==> src/rtl/fetch_unit.sv <==
// Instruction fetch stage: PC, pipelined imem requests, in-order fetch buffer, redirect squash.
// Optional build macro: FETCH_MISALIGN_CHECK_EN (halt and flag on misaligned redirect targets).

// Generic in-order FIFO with synchronous clear.
// Latency: write visible at rd_dat on the cycle after the push (no bypass).
// Backpressure: writes are dropped when full unless a read frees a slot that cycle.
module fifo #(
    parameter int W     = 32,
    parameter int DEPTH = 2
) (
    input  logic                     clk,
    input  logic                     rst,
    input  logic                     clr,
    input  logic                     wr_vld,
    input  logic [W-1:0]             wr_dat,
    input  logic                     rd_rdy,
    output logic [W-1:0]             rd_dat,
    output logic [$clog2(DEPTH):0]   cnt
);
    localparam int AW = $clog2(DEPTH);

    logic [W-1:0]  mem [DEPTH];
    logic [AW-1:0] wptr;
    logic [AW-1:0] rptr;
    logic          wr_en;
    logic          rd_en;

    assign rd_en  = rd_rdy && (cnt != '0);
    assign wr_en  = wr_vld && ((cnt != (AW+1)'(DEPTH)) || rd_en);
    assign rd_dat = mem[rptr];

    always_ff @(posedge clk) begin
        if (wr_en && !clr) begin
            mem[wptr] <= wr_dat;
        end
    end

    always_ff @(posedge clk) begin
        if (rst || clr) begin
            wptr <= '0;
            rptr <= '0;
            cnt  <= '0;
        end else begin
            if (wr_en) wptr <= wptr + 1'b1;
            if (rd_en) rptr <= rptr + 1'b1;
            cnt <= cnt + (AW+1)'(wr_en) - (AW+1)'(rd_en);
        end
    end
endmodule

// Fetch unit: owns the PC, issues credit-limited requests, buffers responses for decode.
// Latency: grant -> dec_valid is at least 2 cycles (response cycle plus buffer write).
// Backpressure: requests stop when buffered plus outstanding reaches BUF_DEPTH.
module fetch_unit #(
    parameter logic [31:0] RESET_PC  = 32'h0000_0000,
    parameter int          BUF_DEPTH = 2
) (
    input  logic        clk,
    input  logic        rst,
    output logic        imem_req,
    output logic [31:0] imem_addr,
    input  logic        imem_gnt,
    input  logic        imem_rvalid,
    input  logic [31:0] imem_rdata,
    input  logic        redirect_valid,
    input  logic [31:0] redirect_pc,
    output logic        dec_valid,
    input  logic        dec_ready,
    output logic [31:0] dec_instr,
    output logic [31:0] dec_pc,
    output logic [4:0]  dec_opcode,
    output logic        misalign_err
);
    localparam int CW = $clog2(BUF_DEPTH) + 1;

    logic [31:0]   pc;
    logic [CW-1:0] buf_cnt;
    logic [CW-1:0] out_cnt;
    logic [CW-1:0] drop_cnt;
    logic [CW:0]   inflight;
    logic [63:0]   head;
    logic [31:0]   tag_pc;
    logic          grant;
    logic          push;
    logic          pop;
    logic          halted;

`ifdef FETCH_MISALIGN_CHECK_EN
    localparam logic [31:0] PC_MASK = 32'hFFFF_FFFF;
    logic halt_q;

    // A misaligned target is still loaded into pc but never fetched.
    always_ff @(posedge clk) begin
        if (rst) begin
            halt_q <= 1'b0;
        end else if (redirect_valid) begin
            halt_q <= (redirect_pc[1:0] != 2'b00);
        end
    end

    assign halted       = halt_q;
    assign misalign_err = halt_q;
`else
    localparam logic [31:0] PC_MASK = 32'hFFFF_FFFC;
    assign halted       = 1'b0;
    assign misalign_err = 1'b0;
`endif

    assign inflight  = {1'b0, buf_cnt} + {1'b0, out_cnt};
    assign imem_req  = !rst && !halted && !redirect_valid && (inflight < (CW+1)'(BUF_DEPTH));
    assign imem_addr = pc;
    assign grant     = imem_req && imem_gnt;

    assign push = imem_rvalid && (drop_cnt == '0) && !redirect_valid;
    assign pop  = dec_valid && dec_ready && !redirect_valid;

    // Tag queue occupancy is exactly the number of outstanding requests.
    fifo #(.W(32), .DEPTH(BUF_DEPTH)) u_tag_q (
        .clk    (clk),
        .rst    (rst),
        .clr    (1'b0),
        .wr_vld (grant),
        .wr_dat (pc),
        .rd_rdy (imem_rvalid),
        .rd_dat (tag_pc),
        .cnt    (out_cnt)
    );

    fifo #(.W(64), .DEPTH(BUF_DEPTH)) u_buf (
        .clk    (clk),
        .rst    (rst),
        .clr    (redirect_valid),
        .wr_vld (push),
        .wr_dat ({imem_rdata, tag_pc}),
        .rd_rdy (pop),
        .rd_dat (head),
        .cnt    (buf_cnt)
    );

    assign dec_valid  = (buf_cnt != '0);
    assign dec_instr  = dec_valid ? head[63:32] : 32'h0;
    assign dec_pc     = dec_valid ? head[31:0]  : 32'h0;
    assign dec_opcode = dec_instr[6:2];

    // On redirect every response still in flight is wrong-path, except one arriving this cycle.
    always_ff @(posedge clk) begin
        if (rst) begin
            pc       <= RESET_PC;
            drop_cnt <= '0;
        end else if (redirect_valid) begin
            pc       <= redirect_pc & PC_MASK;
            drop_cnt <= out_cnt - CW'(imem_rvalid);
        end else begin
            if (grant) pc <= pc + 32'd4;
            if (imem_rvalid && (drop_cnt != '0)) drop_cnt <= drop_cnt - 1'b1;
        end
    end
endmodule

==> config.mk <==
export PLATFORM = sky130hd
export DESIGN_NAME = fetch_unit
export DESIGN_NICKNAME = d
export VERILOG_FILES = /design/src/rtl/fetch_unit.sv
export SDC_FILE = /design/constraint.sdc
export NUM_CORES = 1
export LEC_CHECK = 0
export ABC_AREA = 1
export CAP_MARGIN = 20
export CORE_MARGIN = 3
export CORE_UTILIZATION = 30
export DETAILED_ROUTE_END_ITERATION = 8
export PLACE_DENSITY = 0.53
export SLEW_MARGIN = 20
export SYNTH_ARGS = -nofsm -noshare
export SYNTH_HDL_FRONTEND = slang
export SYNTH_SLANG_ARGS = --single-unit
==> constraint.sdc <==
create_clock -name clk -period 6.08 [get_ports clk]
set_clock_uncertainty 0.1 [all_clocks]
set_input_delay 1.216 -clock clk [delete_from_list [all_inputs] [get_ports clk]]
set_output_delay 1.216 -clock clk [all_outputs]
set_load 0.005 [all_outputs]
==> results.cfg, run 1 <==
[outcome]
status = complete, no violations

[routing]
via_per_inst = 4.63
drt-initial-drc-count = 458
vias = 6726
wl_um = 24800
ant_nets = 0
drc = 0
dr.pass1.iters = 5
wl_per_cell_um = 17.1

[synthesis]
netlist_area_um2 = 9610
synth_xor_area_share_pct = 1.09
synth_area_per_cell_um2 = 11.0
synth-compound-area-share_pct = 7.24
synthCells = 873
synth_top_family_by_area = simple AND/OR/NAND/NOR gates
synthMuxAreaShare_pct = 3.52
ys_types = 39
ys_seq_area_share_pct = 66.2
yosys_warnings = 0
yosys.area_share.simple_pct = 15.8
synthAdderAreaFrac_pct = 0.989
synth_seq_cells = 226

[timing]
tightest_slew_ns = 0.831
timing.fmax_mhz = 237
drv_slew = 0
finalHoldViolations = 0
fin_ws_ns = 1.86
max-slew-margin-rel_pct = 44.6
finalCritPeriodShare_pct = 69.5
rsz0062_at_grt = no
setup-violations-final = 0
finalSetupTns_ns = 0
min_period_ns = 4.22

[setup_path]
crit_type = primary input to output pin
arrival_ns = 2.91
cpMostUsedCell = clkdlybuf4s50_1
start_kind = primary input
slowest_stage = clkdlybuf4s50_1
endpoint_kind = output pin
max_stage_delay_ns = 0.55
required_ns = 4.76
crit_family = buffers and inverters
worstPathCellList = clkdlybuf4s50_1 -> buf_4 -> nor2_4 -> inv_1 -> nor3_1 -> clkdlybuf4s50_1
cp_num_buf_inv = 4
critPathMaxFanout = 31

[floorplanning]
rows = 64
design.core.area_um2 = 31100
pin_count = 174
start_util_pct = 30.9
die_h_um = 185
dieWidth_um = 185
dieArea_um2 = 34200

[clock_tree]
cts_max_level = 1
cts_setup_buffers = 0
insertion_delay_ns = 0.52
clock-sinks = 226
cts-resized-gates = 0
clkTransAtPathRegs_ns = 0.06
cts_tree = built
cts_root_buf = clkbuf_16
clockBufferDepth = 3
cts-hold-fix-buffers = 0
cts_buffers = 26

[place]
io_buffers = 166
globalplace.congestion = 0.807
detailed_place_hpwl_um = 15900
placed_area_um2 = 11700
pre_cts_slack_ns = 1.86

[grt]
grt_max_degree = 64
antenna_found_initial = 0
grt_pass1_vias = 6545
gr-usage-all-layers_pct = 14.1
grt_pass1_wl_um = 37400
grt_overflow = 0

[job]
cap_violations = 0

[power]
p_total_uw = 3880
power.density_nw_per_um2 = 309
ir_drop_mv = 0.216
p_leak_uw = 0.00440

[finish]
register_area_um2 = 6370
drive_above_1_share_pct = 10.9
fill_cells = 3007
postLayoutCellArea_um2 = 12500
n_antenna_cell = 0
fin_nets = 1115
multi_input_area_um2 = 2790
syn_to_final_growth_pct = 30.6

[worst_hold_path]
min-delay-path-class = register to register
==> Yosys cell counts <==
cell type / count / share of area [%]
inv_1: 67 / 2.6
conb_1: 1 / 0.039
dfxtp_1: 42 / 8.7
nand4_1: 3 / 0.20
nor2_1: 36 / 1.4
fa_1: 1 / 0.21
nand3b_1: 1 / 0.078
xnor2_1: 3 / 0.27
and2_1: 3 / 0.20
o22ai_1: 1 / 0.065
nand2_4: 1 / 0.12
buf_6: 2 / 0.23
clkbuf_1: 21 / 0.82
nand2_1: 247 / 9.6
buf_2: 8 / 0.42
nand3_2: 3 / 0.31
o21ai_0: 23 / 1.2
ha_1: 6 / 0.78
o221ai_1: 3 / 0.27
nor2_2: 11 / 0.72
a31oi_1: 5 / 0.33
nor3_1: 3 / 0.16
nand3_1: 32 / 1.7
buf_4: 11 / 0.86
nor2_4: 6 / 0.70
a31oi_4: 1 / 0.22
a21oi_1: 93 / 4.8
o211ai_1: 1 / 0.078
or2_1: 1 / 0.065
nor3_2: 1 / 0.10
mux2_2: 30 / 3.5
buf_1: 1 / 0.039
inv_2: 2 / 0.078
o31ai_1: 2 / 0.16
inv_4: 1 / 0.065
nand2_2: 6 / 0.39
edfxtp_1: 184 / 57
xor2_1: 9 / 0.82
o21bai_1: 1 / 0.078
==> worst reg2reg max path, stage by stage, from the launching register on <==
cell and delay, ns:
dfxtp_1 0.50, fa_1 0.50, nor2_1 0.15, nand3_2 0.34
a31oi_4 0.30, inv_1 0.10, nor2_2 0.10, buf_4 0.43
==> power breakdown <==
group	internal (µW)	switching, µW	leakage [µW]
Combinational	213	237	0.00194
Clock	972	597	0.000427
Sequential	1800	61.0	0.00203
Total	2980	895	0.00440
==> flip-flops by register name (all words and copies together), names as in the netlist, named ones only <==
register / cells
u_buf.mem: 124
u_tag_q.mem: 60
imem_addr: 30
drop_cnt: 2
u_buf.cnt: 2
u_tag_q.cnt: 2
u_buf.rptr: 1
u_buf.wptr: 1
u_tag_q.rptr: 1
u_tag_q.wptr: 1
==> final timing paths <==
kind	endpoint	startpoint	cells after the start	slack (ns)
setup / recovery	imem_req	redirect_valid	6	1.86
hold / removal	u_tag_q.rptr$_SDFFE_PP0P_	u_tag_q.rptr$_SDFFE_PP0P_	1	0.35
setup reg to reg	u_tag_q.mem[1][24]$_DFFE_PP_	u_tag_q.cnt[1]$_SDFF_PP0_	7	3.19
hold reg to reg	u_tag_q.rptr$_SDFFE_PP0P_	u_tag_q.rptr$_SDFFE_PP0P_	1	0.35
==> stage by stage <==
| step | hold WS, ns | instances | utilization, % |
|---|---|---|---|
| global route | 0.402 | 1453 | 40.4 |
| detailed placement | 0.348 | 1406 | 37.6 |
| global placement | 0.336 | 1406 | 37.6 |
| CTS | 0.355 | 1453 | 40.4 |
| finish | 0.354 | 1453 | 40.4 |
| floorplan | 0.325 | 877 | - |
==> layout make-up <==
| class | instances | area share (%) |
|---|---|---|
| clock buffer | 31 | 5.50 |
| clock inverter | 16 | 1.38 |
| inverter | 70 | 2.11 |
| multi-input combinational | 538 | 22.3 |
| sequential | 226 | 50.7 |
| tap | 396 | 3.95 |
| timing repair buffer | 176 | 14.0 |
==> layer usage <==
layer | track usage, % | wire length (µm) | vias to the layer above
li1 | - | - | 3294
met1 | 18.3 | 10800 | 3160
met2 | 24.1 | 11500 | 227
met3 | 3.28 | 1950 | 45
met4 | 3.39 | 537 | 0
met5 | 0 | 0 | -
==> layout by cell type (no fill, tap or decap), types with 2 or more instances in the layout <==
master	netlist	final
a21oi_1	93	93
a31oi_1	5	5
and2_1	3	3
buf_12	0	2
buf_4	11	8
bufinv_16	0	4
clkbuf_1	21	4
clkbuf_16	0	27
clkdlybuf4s50_1	0	166
clkinv_1	0	6
clkinv_2	0	6
conb_1	1	5
dfxtp_1	42	41
edfxtp_1	184	184
ha_1	6	6
inv_1	67	67
inv_2	2	2
mux2_2	30	30
nand2_1	247	247
nand2_2	6	6
nand3_1	32	32
nand3_2	3	3
nand4_1	3	3
nor2_1	36	31
nor2_2	11	13
nor2_4	6	9
nor3_1	3	3
o21ai_0	23	23
o221ai_1	3	3
o31ai_1	2	2
xnor2_1	3	3
xor2_1	9	9
==> kinds of logic after synthesis <==
family                   count (synthesis)
AND/OR/NAND/NOR                        354
flip-flops                             226
AO/OA/AOI/OAI                          130
buffers and inverters                  113
multiplexers                            30
XOR/XNOR                                12
adder cells (fa/ha/maj)                  7
other                                    1
Power figures use the tool's default switching activity.
==> run 2: changes to the inputs <==
- clock period: 6.08 -> 4 ns (I/O delays scaled with it)
==> run 2 against run 1 <==
Against the previous run: hold slack improved by 0.0011 ns; setup slack worse by 1.3 ns; sequential power increased by 51%; clock power rose by 43%; sequential share of layout area is 0.12 points higher; final area fell by 0.23%; critical path type is now register to output pin; combinational power is 54% higher; largest cell class unchanged; clock-buffer cell count increased by 4.
==> results.cfg, run 2 (synthesis results as in run 1) <==
[routing]
wl_um = 24700
vias = 6629
wl_per_cell_um = 17.0
ant_nets = 0
dr.pass1.iters = 5
drt-initial-drc-count = 396
drc = 0
via_per_inst = 4.56

[finish]
n_antenna_cell = 0
syn_to_final_growth_pct = 30.3
regMostFlops = u_buf.mem
fin_nets = 1116
largest_register_ff_count = 124
final_cell_mix = nand2_1, edfxtp_1, clkdlybuf4s50_1, a21oi_1, inv_1
drive_above_1_share_pct = 11.2
utilization_pct = 40.3
mostFrequentLayoutCell = nand2_1

[timing]
rsz0062_at_grt = no
max-slew-margin-rel_pct = 62.7
setup-violations-final = 0
finalSetupTns_ns = 0
finalCritPeriodShare_pct = 85.8
tightest_slew_ns = 0.559
min_period_ns = 3.43
finalHoldViolations = 0
timing.fmax_mhz = 291
drv_slew = 0

[setup_path]
start_kind = register
slowest_stage = dfxtp_2
required_ns = 3.10
endpoint_kind = output pin
crit_type = register to output pin
crit_family = buffers and inverters
max_stage_delay_ns = 0.56
cp_num_buf_inv = 2
worstPathCellList = buf_4 -> nand2_1 -> a21oi_1 -> clkdlybuf4s50_1
arrival_ns = 2.53
critPathMaxFanout = 46

[power]
power.density_nw_per_um2 = 459
p_leak_uw = 0.00439
ir_drop_mv = 0.283

[clock_tree]
cts_root_buf = clkbuf_16
cts_buffers = 26
clkTransAtPathRegs_ns = 0.06
cts_max_level = 1
clock-sinks = 226
cts-hold-fix-buffers = 0
clockBufferDepth = 3
cts_setup_buffers = 0
cts_tree = built
cts-resized-gates = 0
insertion_delay_ns = 0.52

[floorplanning]
die_h_um = 185
start_util_pct = 30.9
pin_count = 174
design.core.area_um2 = 31100
dieWidth_um = 185
rows = 64
dieArea_um2 = 34200

[place]
detailed_place_hpwl_um = 16000
io_buffers = 166
globalplace.congestion = 0.802

[outcome]
status = complete, no violations

[job]
cap_violations = 0

[grt]
antenna_found_initial = 0
grt_max_degree = 63
grt_pass1_vias = 6356
grt_pass1_wl_um = 37500
grt_overflow = 0
gr-usage-all-layers_pct = 14.2

[worst_hold_path]
min-delay-path-class = register to register
[run 2: changes by cell type in the layout (fill, tap and decap cells not counted), sizes merged]
cell      delta
clkbuf       +4
buf          +1
clkinvlp     +1
bufinv       -3
clkinv       -2
[run 2: report_power, final]
group	internal [µW]	total [µW]	switching, µW
Sequential	2730	2810	84.4
Combinational	326	695	368
Clock	1330	2240	906
[run 2: routing by layer]
metal / share of wire (%) / routed length, µm / vias up / track usage [%]
li1: - / - / 3300 / -
met1: 46 / 11400 / 3097 / 19.9
met2: 45 / 11100 / 198 / 22.9
met3: 6.5 / 1590 / 34 / 2.75
met4: 2.1 / 516 / 0 / 3.36
met5: 0 / 0 / - / 0
[run 2: worst register-to-register path, delay by kind of cell, from the launching register on]
| kind | cells | cell delay (ns) |
|---|---|---|
| buffers and inverters | 2 | 0.49 |
| adders and majority gates | 1 | 0.50 |
| and+or+nand+nor | 3 | 0.55 |
| DFF | 1 | 0.50 |
| AOI/OAI and AO/OA | 1 | 0.29 |
[run 2: cell type report]
type | count | area, µm²
clock buffer | 35 | 726
clock inverter | 12 | 88.8
fill | 2981 | 18600
inverter | 70 | 265
multi-input combinational | 538 | 2790
sequential | 226 | 6370
tap | 396 | 495
timing repair buffer | 177 | 1780
[run 2: path summary, 6_finish.rpt]
kind | from | end | slack (ns) | cells past startpoint
setup / recovery | register | dec_instr[6] | 0.57 | 4
hold / removal | u_tag_q.rptr$_SDFFE_PP0P_ | register | 0.35 | 1
setup reg to reg | u_tag_q.cnt[1]$_SDFF_PP0_ | u_tag_q.mem[1][26]$_DFFE_PP_ | 1.16 | 7
hold reg to reg | u_tag_q.rptr$_SDFFE_PP0P_ | register | 0.35 | 1
[run 2: through the flow]
| step | setup slack [ns] | instance area [µm²] | std cells | hold slack, ns | total power, µW |
|---|---|---|---|---|---|
| global placement | 0.723 | 11700 | 1407 | 0.332 | 3560 |
| CTS | 0.485 | 12500 | 1454 | 0.353 | 5850 |
| finish | 0.568 | 12500 | 1454 | 0.355 | 5750 |
| global route | 0.357 | 12500 | 1454 | 0.389 | 6010 |
| floorplan | 0.651 | 9630 | 877 | 0.325 | 3250 |
| detailed placement | 0.745 | 11700 | 1407 | 0.344 | 3570 |
